$ cat src/rtl/divider_32.sv
`default_nettype none
// ============================================================================
//  Module   : divider_32
//  Purpose  : 32-bit RV32M DIV/DIVU/REM/REMU, restoring, one iteration/cycle.
//             Define DIVIDER_FASTPATH_EN for 1-cycle divide-by-zero/overflow.
//  Revision : 1.0  initial release
// ============================================================================
module divider_32 (
  input  logic        i_clk,
  input  logic        i_rst_n,
  input  logic        i_start,
  input  logic [1:0]  i_op,
  input  logic [31:0] i_dividend,
  input  logic [31:0] i_divisor,
  input  logic        i_abort,
  output logic        o_busy,
  output logic        o_done,
  output logic [31:0] o_result
);

  typedef enum logic [1:0] {
    ST_IDLE = 2'd0,
    ST_CALC = 2'd1,
    ST_DONE = 2'd2
  } state_t;

  state_t      r_state;
  state_t      w_state_next;

  logic [31:0] r_quo;
  logic [31:0] r_rem;
  logic [31:0] r_dvs;
  logic [31:0] r_dividend;
  logic [4:0]  r_cnt;
  logic        r_neg_q;
  logic        r_neg_r;
  logic        r_is_rem;
  logic        r_div0;

  logic        w_accept;
  logic        w_signed;
  logic        w_a_neg;
  logic        w_b_neg;
  logic [31:0] w_a_mag;
  logic [31:0] w_b_mag;
  logic        w_div0;
  logic        w_fast;
  logic [31:0] w_fast_result;

  logic [32:0] w_shift;
  logic        w_ge;
  logic [31:0] w_sub;
  logic [31:0] w_rem_next;
  logic [31:0] w_quo_next;
  logic [31:0] w_q_signed;
  logic [31:0] w_r_signed;
  logic [31:0] w_calc_result;

  // Operand decode at the start edge: magnitudes and result signs.
  assign w_accept = (r_state == ST_IDLE) && i_start;
  assign w_signed = ~i_op[0];
  assign w_a_neg  = w_signed & i_dividend[31];
  assign w_b_neg  = w_signed & i_divisor[31];
  assign w_a_mag  = w_a_neg ? (32'd0 - i_dividend) : i_dividend;
  assign w_b_mag  = w_b_neg ? (32'd0 - i_divisor) : i_divisor;
  assign w_div0   = (i_divisor == 32'd0);

`ifdef DIVIDER_FASTPATH_EN
  logic w_ovf;
  assign w_ovf  = w_signed && (i_dividend == 32'h8000_0000) && (i_divisor == 32'hFFFF_FFFF);
  assign w_fast = w_div0 | w_ovf;
`else
  assign w_fast = 1'b0;
`endif

  assign w_fast_result = w_div0 ? (i_op[1] ? i_dividend : 32'hFFFF_FFFF)
                                : (i_op[1] ? 32'd0      : 32'h8000_0000);

  // One restoring step; the partial remainder always stays below the divisor,
  // so 32 bits of the difference are enough.
  assign w_shift    = {r_rem, r_quo[31]};
  assign w_ge       = (w_shift >= {1'b0, r_dvs});
  assign w_sub      = w_shift[31:0] - r_dvs;
  assign w_rem_next = w_ge ? w_sub : w_shift[31:0];
  assign w_quo_next = {r_quo[30:0], w_ge};

  assign w_q_signed = r_neg_q ? (32'd0 - w_quo_next) : w_quo_next;
  assign w_r_signed = r_neg_r ? (32'd0 - w_rem_next) : w_rem_next;
  // Divide-by-zero needs an override: sign fix-up would corrupt the all-ones quotient.
  assign w_calc_result = r_div0   ? (r_is_rem ? r_dividend : 32'hFFFF_FFFF)
                                  : (r_is_rem ? w_r_signed : w_q_signed);

  always_ff @(posedge i_clk or negedge i_rst_n) begin
    if (!i_rst_n) begin
      r_state <= ST_IDLE;
    end else begin
      r_state <= w_state_next;
    end
  end

  always_comb begin
    w_state_next = r_state;
    case (r_state)
      ST_IDLE: begin
        if (i_start) begin
          w_state_next = w_fast ? ST_DONE : ST_CALC;
        end
      end
      ST_CALC: begin
        if (i_abort) begin
          w_state_next = ST_IDLE;
        end else if (r_cnt == 5'd31) begin
          w_state_next = ST_DONE;
        end
      end
      ST_DONE: w_state_next = ST_IDLE;
      default: w_state_next = ST_IDLE;
    endcase
  end

  always_ff @(posedge i_clk or negedge i_rst_n) begin
    if (!i_rst_n) begin
      r_quo      <= 32'd0;
      r_rem      <= 32'd0;
      r_dvs      <= 32'd0;
      r_dividend <= 32'd0;
      r_cnt      <= 5'd0;
      r_neg_q    <= 1'b0;
      r_neg_r    <= 1'b0;
      r_is_rem   <= 1'b0;
      r_div0     <= 1'b0;
      o_result   <= 32'd0;
    end else if (w_accept) begin
      r_quo      <= w_a_mag;
      r_rem      <= 32'd0;
      r_dvs      <= w_b_mag;
      r_dividend <= i_dividend;
      r_cnt      <= 5'd0;
      r_neg_q    <= w_a_neg ^ w_b_neg;
      r_neg_r    <= w_a_neg;
      r_is_rem   <= i_op[1];
      r_div0     <= w_div0;
      if (w_fast) begin
        o_result <= w_fast_result;
      end
    end else if ((r_state == ST_CALC) && !i_abort) begin
      r_quo <= w_quo_next;
      r_rem <= w_rem_next;
      r_cnt <= r_cnt + 5'd1;
      if (r_cnt == 5'd31) begin
        o_result <= w_calc_result;
      end
    end
  end

  assign o_busy = (r_state == ST_CALC);
  assign o_done = (r_state == ST_DONE);

endmodule
`default_nettype wire

$ cat config.mk
export PLATFORM = sky130hd
export DESIGN_NAME = divider_32
export DESIGN_NICKNAME = d
export VERILOG_FILES = /design/src/rtl/divider_32.sv
export SDC_FILE = /design/constraint.sdc
export NUM_CORES = 1
export LEC_CHECK = 0
export ABC_AREA = 1
export CORE_ASPECT_RATIO = 1.2
export CORE_UTILIZATION = 40
export DETAILED_ROUTE_END_ITERATION = 10
export GPL_TIMING_DRIVEN = 0
export PLACE_DENSITY = 0.7
export SYNTH_ARGS = -nofsm -noshare
export SYNTH_HDL_FRONTEND = slang
export SYNTH_SLANG_ARGS = --single-unit
$ cat constraint.sdc
create_clock -name i_clk -period 10.4 [get_ports i_clk]
set_clock_uncertainty 0.1 [all_clocks]
set_input_delay 2.08 -clock i_clk [delete_from_list [all_inputs] [get_ports i_clk]]
set_output_delay 2.08 -clock i_clk [all_outputs]
set_load 0.05 [all_outputs]
==> results by group <==
Floorplan
  – I/O pin cnt: around 100
  – Die area: approximately 0.034 mm^2
  – Std-Cell Rows: 73
  – Die Y: 202 um
  – Total core area: approximately 0.033 mm^2
  – Die Wd: about 170 um
  – Initial Util: 0.405

Detailed routing
  – DR DRC count: 0
  – Vias per inst: around 5.4
  – Final WL: about 52000 um
  – DR WL/cell: roughly 19 um
  – Final ANT Viol Nets: 0
  – Pre-antenna DRT Iters: 7
  – Vias: 14.5k
  – Iter 0 DRT Violations: about 1.3k

Global route
  – Largest net degree at the start of global routing: 89
  – Busiest grt layer: met2
  – M3 GR Usage: 0.0335
  – First-pass GRT wire length: 79300 um
  – Number of global-route vias before repair: ~14k
  – Antenna violations before repair: 0
  – GR Util met2: 0.541
  – All-layer global routing usage: 0.310
  – Grt ovf: 0
  – Met1 Resource Use GR: 0.350

Worst setup path
  – Crit path from: r_dvs[30]
  – CP Class: reg2reg
  – CP arrival: 5.42 ns
  – CP Launch Type: flip-flop
  – Slowest library cell on the worst path: nor2_1
  – Most used cell, CP: nand2_1
  – Worst Setup End Kind: flip-flop
  – Worst path max stage delay: approximately 0.39 ns
  – FF-to-FF Start: r_dvs[30]
  – CP required: roughly 11 ns
  – Crit-path max FO: 10

STA
  – Sum Neg Setup Slack: 0 ns
  – Fmax: between 0.15 and 0.2 GHz
  – Final Cycle Share: 0.498
  – Least-Margin Pin Slew: between 0.9 and 1 ns
  – Slew Viols, Final: 0
  – # setup viols final: 0
  – Slew headroom: 0.361
  – Hold Violations, Final: 0
  – RSZ-0062 raised after global routing: no
  – Fin crit period: 5.18 ns
  – Final worst slack: between 5 and 6 ns

Synth
  – Top area cells in the synthesized netlist: dfrtp_1 (32%), nand2_1 (17%), inv_1 (7.9%)
  – Synthesized cell area: between 0.01 and 0.015 mm^2
  – Post-synth top area share: 0.320
  – Synthesized area per cell: about 6.4 um^2
  – Synth Flop Type: dfrtp_1
  – Yosys reg bits: approximately 170
  – EDFF count, synth: 0
  – Area leader, netlist: dfrtp_1
  – Post-Syn Instances: 2099
  – YS warnings: 0
  – Ys async rst share: 1.00
  – Yosys cell types: 54
  – Sequential share of the synthesized area: 0.320
  – Synth Net Count: between 2k and 2.5k

Power
  – Pleak: just under 8 nW
  – Power Density: a little under 300 mW/mm^2
  – Overall Power: between 0.004 and 0.005 W
  – IR drop worst, VDD: 0.000103 V

Worst hold path
  – Hold_sp: o_result[14]
  – Hold crit path type: reg2reg

CTS
  – Clk pin slew, worst setup/hold paths: 0.08 ns
  – Clock sink count: 171
  – CTS resizes: 0
  – Post-CTS Setup Inserts: 0
  – CTS tree: done
  – H-tree levels: 4
  – Total CTS buffers: 17
  – Worst skew pair latency: between 0.4 and 0.5 ns
  – Clock Path Buffers: 2
  – CTS Hold Bufs: 0
  – Root buf cell: clkbuf_16

Placement
  – DP HPWL: 42800 um
  – Placed cell count: between 2k and 3k
  – Routability Congestion: between 0.9 and 1
  – Place WS: 5.12 ns
  – IO buf count: about 100

Outcome
  – Outcome: completed

Final layout
  – Flip-flop and latch area: approximately 0.0043 mm^2
  – Most frequent cells in the layout: nand2_1 (619), inv_1 (281), nor2_1 (221), o21ai_0 (174), dfrtp_1 (171)
  – Share of cells above drive strength 1: 0.0416
  – Layout Nets: 2331
  – Area Growth Syn to Fin: 16.6%
  – Fillers: 3536
  – Footprint of the multi-input gates: between 0.007 and 0.008 mm^2
  – Leading cell type in the layout, fill and taps excluded: nand2_1
  – Finished Layout Cells: ~2.7k

Job
  – Max Cap Viol: 0
-- critical path, delay by kind of cell, from the launching register on --
kind,cells,cell delay [ns]
compound gates,5,0.67
flops,1,0.38
fa+ha+maj,2,0.62
buf+inv,5,0.72
simple gates,16,2.58
-- layout make-up --
type / instances / area share
diodes: 1 / 0.000160
plain buffers: 75 / 0.0212
clock buffers: 17 / 0.0273
clock inverters: 15 / 0.0107
inverters: 288 / 0.0693
multi-input cells: 1565 / 0.493
flip-flops and latches: 171 / 0.274
well taps: 450 / 0.0361
repair buffers: 104 / 0.0682
-- per-stage QoR --
| step | hold slack (ns) | util | area, um^2 |
|---|---|---|---|
| floorplan | 0.333 | - | 13400 |
| global placement | 0.351 | 0.453 | 15000 |
| detailed placement | 0.363 | 0.454 | 15000 |
| CTS | 0.378 | 0.472 | 15600 |
| global route | 0.389 | 0.472 | 15600 |
| finish | 0.384 | 0.472 | 15600 |
-- cell usage after synthesis (6+ instances only) --
library cell  number
a31oi_1           13
nor2_1           221
o22ai_1            7
o211ai_1          11
or2_2              6
xor2_1            32
buf_1             10
nor3_1            44
xnor2_1            9
o21a_1            10
a32oi_1            7
nand2_2            8
nand3_1          170
o221ai_1          18
inv_2              6
o21ai_1            8
o21bai_1           7
o21ai_0          174
nand2_1          619
clkbuf_1          55
nand4_1           27
nor4_1            13
inv_1            281
dfrtp_1          171
nor2_2            11
a21oi_1           67
ha_1              38
-- layer usage --
metal  up-vias  part of all wire
li1       7076                 -
met1      6774              0.39
met2       545              0.49
met3       151             0.049
met4         0             0.078
met5         -                 0
-- final timing paths --
check | endpoint | slack, ns | cells after the start
setup / recovery | o_result[28] | 5.22 | 28
hold / removal | o_result[14] | 0.38 | 2
setup reg to reg | o_result[28] | 5.22 | 28
hold reg to reg | o_result[14] | 0.38 | 2
max in group asynchronous | r_dvs[24] | 7.81 | 2
min in group asynchronous | r_rem[28] | 1.51 | 1
-- cell families (layout without fill, tap and decap cells) --
family          count (synthesis)  in the layout  synth area share
compound gates                349            349             0.152
other cells                     0              1                 0
flops                         171            171             0.320
buf+inv                       363            499             0.105
fa+ha+maj                      39             39            0.0370
xor+xnor                       41             41            0.0268
simple gates                 1136           1136             0.359
-- power breakdown --
group	internal [W]	total, W	leakage, nW	switching [W]
Clock	0.000325	0.000658	0.288	0.000333
Sequential	0.000818	0.000973	2.17	0.000155
Combinational	0.000872	0.00288	5.25	0.00201
-- flip-flops by register name, summed over array words and instances (netlist names) --
register,flops
r_quo,32
r_rem,32
r_state,2
r_is_rem,1
r_neg_r,1
o_result,32
r_div0,1
r_neg_q,1
r_dvs,32
r_cnt,5
r_dividend,32
Note: power is estimated with default switching activity, not from simulation.
